**src/rtl/mem_port_arbiter.sv**
```systemverilog
// mem_port_arbiter
//   Shares a single memory port between the instruction-fetch and data
//   requesters of a pipelined core. Data normally wins a contested grant.
//   After STARVE_MAX consecutive data grants made while fetch was waiting,
//   fetch wins the next contested grant. A BUSY state that sees no
//   mem_ready for TIMEOUT cycles pulses err and returns to IDLE. The
//   requester stays stalled and is arbitrated again from IDLE.
//
// Ports
//   clk, reset            clock, asynchronous active-low reset
//   if_req/if_addr        fetch request (held until if_valid) and address
//   if_rdata/if_valid     fetch read data and completion
//   d_req/d_we/d_addr/
//   d_wdata               data request (held until d_valid) and payload
//   d_rdata/d_valid       data read value and completion (read or write)
//   mem_req/mem_we/
//   mem_addr/mem_wdata    shared port request, driven from latched payload
//   mem_rdata/mem_ready   shared port return data and completion
//   StallF/StallD/StallM  pipeline stalls
//   err                   one-cycle pulse on wait timeout
//
// state   | meaning
// IDLE    | no access in flight; arbitrate pending requests
// IF_BUSY | fetch access on the memory port, waiting for mem_ready
// D_BUSY  | data access on the memory port, waiting for mem_ready
module mem_port_arbiter #(
  parameter int STARVE_MAX = 4,
  parameter int TIMEOUT    = 16
) (
  input  logic        clk,
  input  logic        reset,
  input  logic        if_req,
  input  logic [31:0] if_addr,
  output logic [31:0] if_rdata,
  output logic        if_valid,
  input  logic        d_req,
  input  logic        d_we,
  input  logic [31:0] d_addr,
  input  logic [31:0] d_wdata,
  output logic [31:0] d_rdata,
  output logic        d_valid,
  output logic        mem_req,
  output logic        mem_we,
  output logic [31:0] mem_addr,
  output logic [31:0] mem_wdata,
  input  logic [31:0] mem_rdata,
  input  logic        mem_ready,
  output logic        StallF,
  output logic        StallD,
  output logic        StallM,
  output logic        err
);

  localparam int SW = (STARVE_MAX > 0) ? $clog2(STARVE_MAX + 1) : 1;
  localparam int WW = (TIMEOUT > 1) ? $clog2(TIMEOUT) : 1;
  localparam logic [SW-1:0] STARVE_LIM = SW'(STARVE_MAX);
  localparam logic [WW-1:0] WAIT_LIM   = WW'(TIMEOUT - 1);

  typedef enum logic [1:0] {
    IDLE    = 2'd0,
    IF_BUSY = 2'd1,
    D_BUSY  = 2'd2
  } state_t;

  state_t        state_q, state_d;
  logic [SW-1:0] starve_q, starve_d;
  logic [WW-1:0] wait_q, wait_d;
  logic          we_q, we_d;
  logic [31:0]   addr_q, addr_d;
  logic [31:0]   wdata_q, wdata_d;

  logic busy;
  logic timeout;
  logic arb_pt;
  logic if_cand;
  logic d_cand;
  logic grant_if;
  logic grant_d;

  assign busy     = (state_q != IDLE);
  assign if_valid = (state_q == IF_BUSY) && mem_ready;
  assign d_valid  = (state_q == D_BUSY) && mem_ready;
  assign timeout  = busy && !mem_ready && (wait_q == WAIT_LIM);
  assign err      = timeout;

  assign if_rdata = mem_rdata;
  assign d_rdata  = mem_rdata;

  assign mem_req   = busy;
  assign mem_we    = we_q;
  assign mem_addr  = addr_q;
  assign mem_wdata = wdata_q;

  assign StallF = if_req && !if_valid;
  assign StallD = StallF;
  assign StallM = d_req && !d_valid;

  // A requester's req is still high in its own completion cycle; masking it
  // with its valid keeps the just-finished request from being granted again.
  assign arb_pt   = (state_q == IDLE) || if_valid || d_valid;
  assign if_cand  = if_req && !if_valid;
  assign d_cand   = d_req && !d_valid;
  assign grant_if = arb_pt && if_cand && (!d_cand || (starve_q == STARVE_LIM));
  assign grant_d  = arb_pt && d_cand && !grant_if;

  always_comb begin
    state_d  = state_q;
    starve_d = starve_q;
    wait_d   = wait_q;
    we_d     = we_q;
    addr_d   = addr_q;
    wdata_d  = wdata_q;
    if (grant_if) begin
      state_d  = IF_BUSY;
      addr_d   = if_addr;
      we_d     = 1'b0;
      wdata_d  = '0;
      wait_d   = '0;
      starve_d = '0;
    end else if (grant_d) begin
      state_d = D_BUSY;
      addr_d  = d_addr;
      we_d    = d_we;
      wdata_d = d_wdata;
      wait_d  = '0;
      // only count data grants that actually made a waiting fetch wait longer
      if (if_cand && (starve_q != STARVE_LIM)) begin
        starve_d = starve_q + SW'(1);
      end
    end else if (arb_pt || timeout) begin
      state_d = IDLE;
    end else if (busy) begin
      wait_d = wait_q + WW'(1);
    end
  end

  always_ff @(posedge clk or negedge reset) begin
    if (!reset) begin
      state_q  <= IDLE;
      starve_q <= '0;
      wait_q   <= '0;
      we_q     <= 1'b0;
      addr_q   <= '0;
      wdata_q  <= '0;
    end else begin
      state_q  <= state_d;
      starve_q <= starve_d;
      wait_q   <= wait_d;
      we_q     <= we_d;
      addr_q   <= addr_d;
      wdata_q  <= wdata_d;
    end
  end

endmodule

```
**config.mk**
```make
export PLATFORM = sky130hd
export DESIGN_NAME = mem_port_arbiter
export DESIGN_NICKNAME = d
export VERILOG_FILES = /design/src/rtl/mem_port_arbiter.sv
export SDC_FILE = /design/constraint.sdc
export NUM_CORES = 1
export LEC_CHECK = 0
export BUFFER_PORTS_ARGS = -buffer_cell sky130_fd_sc_hd__buf_2
export CAP_MARGIN = 0
export CORE_MARGIN = 4
export CORE_UTILIZATION = 25
export CTS_CLUSTER_SIZE = 14
export DETAILED_ROUTE_END_ITERATION = 8
export GPL_TIMING_DRIVEN = 1
export PLACE_DENSITY = 0.65
export SKIP_LAST_GASP = 1
export SLEW_MARGIN = 20
export SYNTH_ARGS = -nofsm -noshare
export SYNTH_HDL_FRONTEND = slang
export SYNTH_SLANG_ARGS = --single-unit
```
**constraint.sdc**
```tcl
create_clock -name clk -period 1.7 [get_ports clk]
set_input_delay 0.34 -clock clk [delete_from_list [all_inputs] [get_ports clk]]
set_output_delay 0.34 -clock clk [all_outputs]
set_load 0.005 [all_outputs]
```
==> results.md, run 1 <==
- Outcome: finished, final reports clean
- Sequential share of the synthesized area: roughly half
- Cells after DPL: roughly 700
- Vias in the first global route: roughly 3200
- Clock slew at reported path FFs: 0.06 ns
- Max Cap Viol: 0
- Initial antenna violation count: 0
- Via density: 4.37
- VDD IR-drop max: just under 0.6 mV
- Rel. slew slack: between 70 and 80%
- Clock Latency Late Sink: 0.33 ns
- Total track usage: a little under an eighth
- Worst Path Required: approximately 1.4 ns
- Finished Layout Cells: approximately 720
- PwrDens: 1660 nW/um2
- Total number of vias: 3158
- CP peak stage delay: around 0.39 ns
- Die Width: between 100 and 150 um
- Placed Area: between 4000 and 5000 um2
- Grt ovf: 0
- RD Place Congestion: roughly 0.76
- Slowest stage cell on the critical path: dfrtp_1
- Synth Net Count: about 550
- Ys Warns: 0
- Die Span Y: 132 um
- Worst Path Max Fanout: 2
- Synth Instances: 414
- Core area: about 15000 um2
- Layout overhead on the synthesized area: 31.5%
- Pre-CTS setup slack: around 0.032 ns
- RSZ-0062 raised after global routing: yes
- CTS root buf: clkbuf_16
- Clock skew: ~0.0072 ns
- DRT antenna net count: 0
- Synth top area cells: dfrtp_1, buf_4, nand2_1
- Num CTS Buffers: 9
- HP Class: in2async
- Post-synth top area share: about half
- First-pass GRT wire length: 16.5 mm
- Avg Cell Area, Syn: between 9 and 10 um2
- Synth unique cells: 29
- Initial Utilization: about 26%
- Most frequent cells in the layout: buf_2, nand2_1, dfrtp_1
- Num rows: between 40 and 50
- Worst slew pin tran: ~0.41 ns
- Final Hold Viols: 0
- Setup_tns: 0 ns
- #FFs+latches synth: 74
- Clk sinks: 74
- CP Launch Type: flip-flop
- Drt pass-1 iters: 4
- Ports: between 200 and 300
- Tot Pwr: about 8.4 mW
- PortBufs: 173
- Kind of critical path: reg2out
- Max Buffers Root-to-Sink: 2
- DRT Wirelength: about 10 mm
- Slew Limit Fails: 0
- Worst path arrival time: roughly 1.3 ns
- Final setup viols: 0
- CTS tree: yes
- CP Capture Type: output pin
- Number of H-tree levels: 3
- CP cell instances: ha_2 -> and3_4 -> nor2b_4 -> buf_6
- FMAX: around 600 MHz
- Ant diodes: 0
- Wirelength per Cell: 14.1 um
- Share of post-route cells with drive strength above 1: between 40% and 50%
- Min Tclk post-route: around 1.7 ns
- DIE AREA: approximately 17000 um2
- Final Cell Area: a little over 5000 um2
- LEAKAGE: 2.62 nW
- Residual DRC: 0
- Most common cell after layout, fill and taps aside: buf_2
- Post-route clock period utilization: roughly 100%
- Initial drt markers: 74
- Yosys top cell by area: dfrtp_1
- Largest net degree at the start of global routing: 75
- Netlist area before placement: between 3000 and 4000 um2
- Final setup margin: roughly 0.029 ns
- DP Wirelength: roughly 7.0 mm
- Layout Nets: 672
==> path summary, 6_finish.rpt <==
path                        startpoint           end  slack [ns]  depth (start not counted)
min reg2reg                starve_q[2]   starve_q[2]        0.48                          1
max reg2reg                 state_q[0]   mem_addr[8]        0.03                          6
max in group asynchronous        reset   mem_addr[9]        1.36                          2
min in group clk           if_addr[30]  mem_addr[30]        0.20                          3
max                          wait_q[0]           err        0.03                          4
min                              reset   mem_addr[4]        0.01                          2
==> where the power goes <==
group          internal, mW  switching, mW  total [mW]  leakage (nW)
logic                  1.61           1.69        3.30          1.53
clock network          1.36          0.727        2.08         0.154
registers              2.56          0.411        2.97         0.933
==> critical path, delay by kind of cell (launching register included) <==
kind	cells	cell delay, ns
and+or+nand+nor	2	0.29
buffers and inverters	1	0.11
adders and majority gates	1	0.20
DFF	1	0.39
==> layer usage <==
layer / GRT usage [%] / wire [um]
met5: 0 / 0
met3: 4.62 / 882
met4: 5.66 / 275
met1: 13.6 / 4150
met2: 18.8 / 4920
==> cells by family (layout without fill, tap and decap cells) <==
family,count (synthesis),after routing,synth area share [%]
simple gates,124,124,13.2
buf+inv,94,219,16.3
compound gates,84,84,12.1
flops,74,74,48.4
mux,34,34,8.89
fa+ha+maj,3,3,0.980
xor+xnor,1,1,0.229
==> state kept, by name, summed over array words and instances, names as in the netlist <==
name and cells:
mem_addr 32, mem_wdata 32, mem_we 1, starve_q 3
state_q 2, wait_q 4
==> through the flow <==
stage	utilization, %	hold slack [ns]
4_1_cts	33.4	0.0224
3_5_place_dp	30.8	0.396
5_1_grt	34.1	0.0339
3_3_place_gp	30.8	0.390
6_report	34.1	0.0120
2_1_floorplan	-	0.0444
==> timing repair <==
action | in CTS | in global routing
pin swaps | 2 | 3
endpoints found under the setup margin | 5 | 37
resized for setup | 8 | 7
hold endpoints to repair | 0 | 0
hold buffers | 0 | 0
setup buffers | 4 | 2
cloned | 0 | 3
==> final cells by class <==
cell class,count,area (um2)
Clock buffer,11,253
Clock inverter,4,75.1
Timing Repair Buffer,197,1180
Fill cell,1546,9720
Sequential cell,74,1850
Tap cell,184,230
Multi-Input combinational cell,246,1420
Inverter,7,26.3
==> cell usage after synthesis <==
cell type,count
nand2_1,103
dfrtp_1,74
buf_4,67
o21ai_0,36
a21oi_1,34
mux2i_1,34
buf_2,15
inv_1,7
o21ai_1,6
clkbuf_1,5
nor2b_1,5
nand3_1,4
nor2_1,4
ha_1,3
a21o_1,2
and3_1,2
a211oi_1,1
a21boi_2,1
a311oi_4,1
a31oi_1,1
a41oi_1,1
and2_1,1
and3b_1,1
nand2b_1,1
nand3b_1,1
nand4_1,1
nor3_1,1
o21bai_1,1
xnor2_1,1
Note: power is estimated with default switching activity, not from simulation.
==> inputs of run 2 (changes only) <==
MAX_ROUTING_LAYER = met4   (was not set)
==> run 2 against run 1 <==
Routed wire length increased by 0.25%. Total power rose by 0.22%. Sequential cell count stayed put. Design area is the same. Global-route usage rose by 0.37 points. Clock power is essentially flat. Maximum frequency fell by 0.49%. Via count fell by 0.38%. Largest power group unchanged. Sequential power about the same. Cell count is the same. Combinational power about the same. Sequential share of layout area unchanged.
==> results.md, run 2 (same netlist as run 1, synthesis figures left out) <==
- RD Place Congestion: between 0.7 and 0.8
- DRT Wirelength: 10.3 mm
- Slowest stage cell on the critical path: dfrtp_1
- Fill cell count: ~1500
- Worst slew pin tran: 0.407 ns
- Tot Pwr: between 8 and 9 mW
- Setup_tns: 0 ns
- VDD IR-drop max: ~0.6 mV
- Layout Nets: roughly 670
- Vias in the first global route: about 3200
- Grt ovf: 0
- M1 WL: between 4 and 5 mm
- Most frequent cells in the layout: buf_2, nand2_1, dfrtp_1
- RSZ-0062 raised after global routing: yes
- Num rows: 44
- Kind of critical path: reg2out
- Placed Area: between 4000 and 5000 um2
- Wirelength per Cell: roughly 14 um
- Ports: 270
- Clock skew: just over 0.009 ns
- Hold Buf Count CTS: 0
- RR Endpoint: mem_addr[8]
- Clk sinks: 74
- Die Span Y: about 130 um
- CTS tree: yes
- Cells after DPL: 699
- Clock Latency Late Sink: around 0.34 ns
- Worst path arrival time: roughly 1.3 ns
- Initial Utilization: between 20 and 30%
- Number of H-tree levels: 3
- Final setup viols: 0
- Met2 Wirelength: ~4.9 mm
- HP Class: in2async
- Worst flop-to-flop path startpoint: state_q[0]
- Max Used Layer: met4
- Core area: ~15000 um2
- Residual DRC: 0
- Total track usage: 12.0%
- Via density: roughly 4.4
- CP Launch Type: flip-flop
- Num CTS Buffers: 9
- Initial antenna violation count: 0
- Finished Layout Cells: 723
- LEAKAGE: about 2.6 nW
- DIE AREA: approximately 17000 um2
- Hold_ws: between 0.003 and 0.004 ns
- Critical Path Sink: err
- Die Width: approximately 130 um
- CTS root buf: clkbuf_16
- Final Cell Area: 5030 um2
- FMAX: just under 600 MHz
- Outcome: finished, final reports clean
- Rel. slew slack: 72.9%
- DP Wirelength: approximately 7.0 mm
- Layout overhead on the synthesized area: 31.5%
- Initial drt markers: a little under 90
- CP peak stage delay: just under 0.4 ns
- Max Buffers Root-to-Sink: 2
- CP Capture Type: output pin
- R2R Setup Slk: roughly 0.040 ns
- Total number of vias: roughly 3100
- DR WL met3: ~850 um
- Final Hold Viols: 0
- First-pass GRT wire length: around 16 mm
- Reg2Reg Depth: 6
- Most common cell after layout, fill and taps aside: buf_2
- CP cell instances: ha_2 -> and3_4 -> nor2b_4 -> buf_6
- Worst Path Required: ~1.4 ns
- PwrDens: between 1500 and 2000 nW/um2
- Post-route clock period utilization: 98.8%
- Slew Limit Fails: 0
- Drt pass-1 iters: 4
- Ant diodes: 0
- Critical Path Start: wait_q[0]
- Min Tclk post-route: approximately 1.7 ns
- Worst Path Max Fanout: 2
- Largest net degree at the start of global routing: 75
- DRT antenna net count: 0
- Max Cap Viol: 0
- Clock slew at reported path FFs: about 0.06 ns
- Share of post-route cells with drive strength above 1: between 40 and 50%
- PortBufs: approximately 170
-- run 2: cell counts in the layout (fill, tap and decap cells not counted) --
No cell type changed its count.
-- run 2: per-layer routing --
layer,global-route usage [%],up-vias
met4,5.66,0
met2,18.8,139
met5,-,-
li1,-,1537
met3,4.43,36
met1,13.8,1434
-- run 2: final cells by class --
class                   count  area, um2  area share, %
clock buffers              11        253           5.02
repair buffers            197       1180           23.5
clock inverters             4       75.1           1.49
flip-flops and latches     74       1850           36.8
well taps                 184        230           4.57
inverters                   7       26.3          0.522
multi-input cells         246       1420           28.1
-- run 2: what timing repair did --
action                     CTS  global route
setup buffers                4             2
gates resized for setup      8             7
setup endpoints to repair    5            38
pin swaps                    2             3
gates cloned                 0             3
-- run 2: power by group --
group / total (mW) / leakage [nW] / internal (mW) / switching [mW]
combinational: 3.30 / 1.53 / 1.61 / 1.69
clock: 2.10 / 0.154 / 1.36 / 0.745
sequential: 2.97 / 0.933 / 2.56 / 0.411
total: 8.37 / 2.62 / 5.53 / 2.84
-- run 2: worst min path at each step --
stage,start,end,slack (ns),cells after the start
final,reset,mem_addr[4],0.004,2
after global routing,reset,mem_wdata[11],0.03,2
after CTS,reset,mem_addr[4],0.02,2
after detailed placement,reset,mem_wdata[11],0.40,2
after global placement,reset,mem_addr[4],0.39,2
after floorplan,reset,mem_addr[0],0.04,0
-- run 2: worst max-delay path, delay by kind of cell (launching register included) --
family                   cells  cell delay [ns]
buffers and inverters        1             0.11
adder cells (fa/ha/maj)      1             0.20
AND/OR/NAND/NOR              2             0.29
flip-flops                   1             0.39
-- run 2: metrics by stage --
| stage | worst slack, ns | utilization (%) |
|---|---|---|
| final | 0.0207 | 34.1 |
| after global routing | -0.0749 | 34.1 |
| after CTS | -0.00187 | 33.4 |
| after detailed placement | 0.0323 | 30.8 |
| after global placement | 0.104 | 30.8 |
| after floorplan | 0.0678 | - |
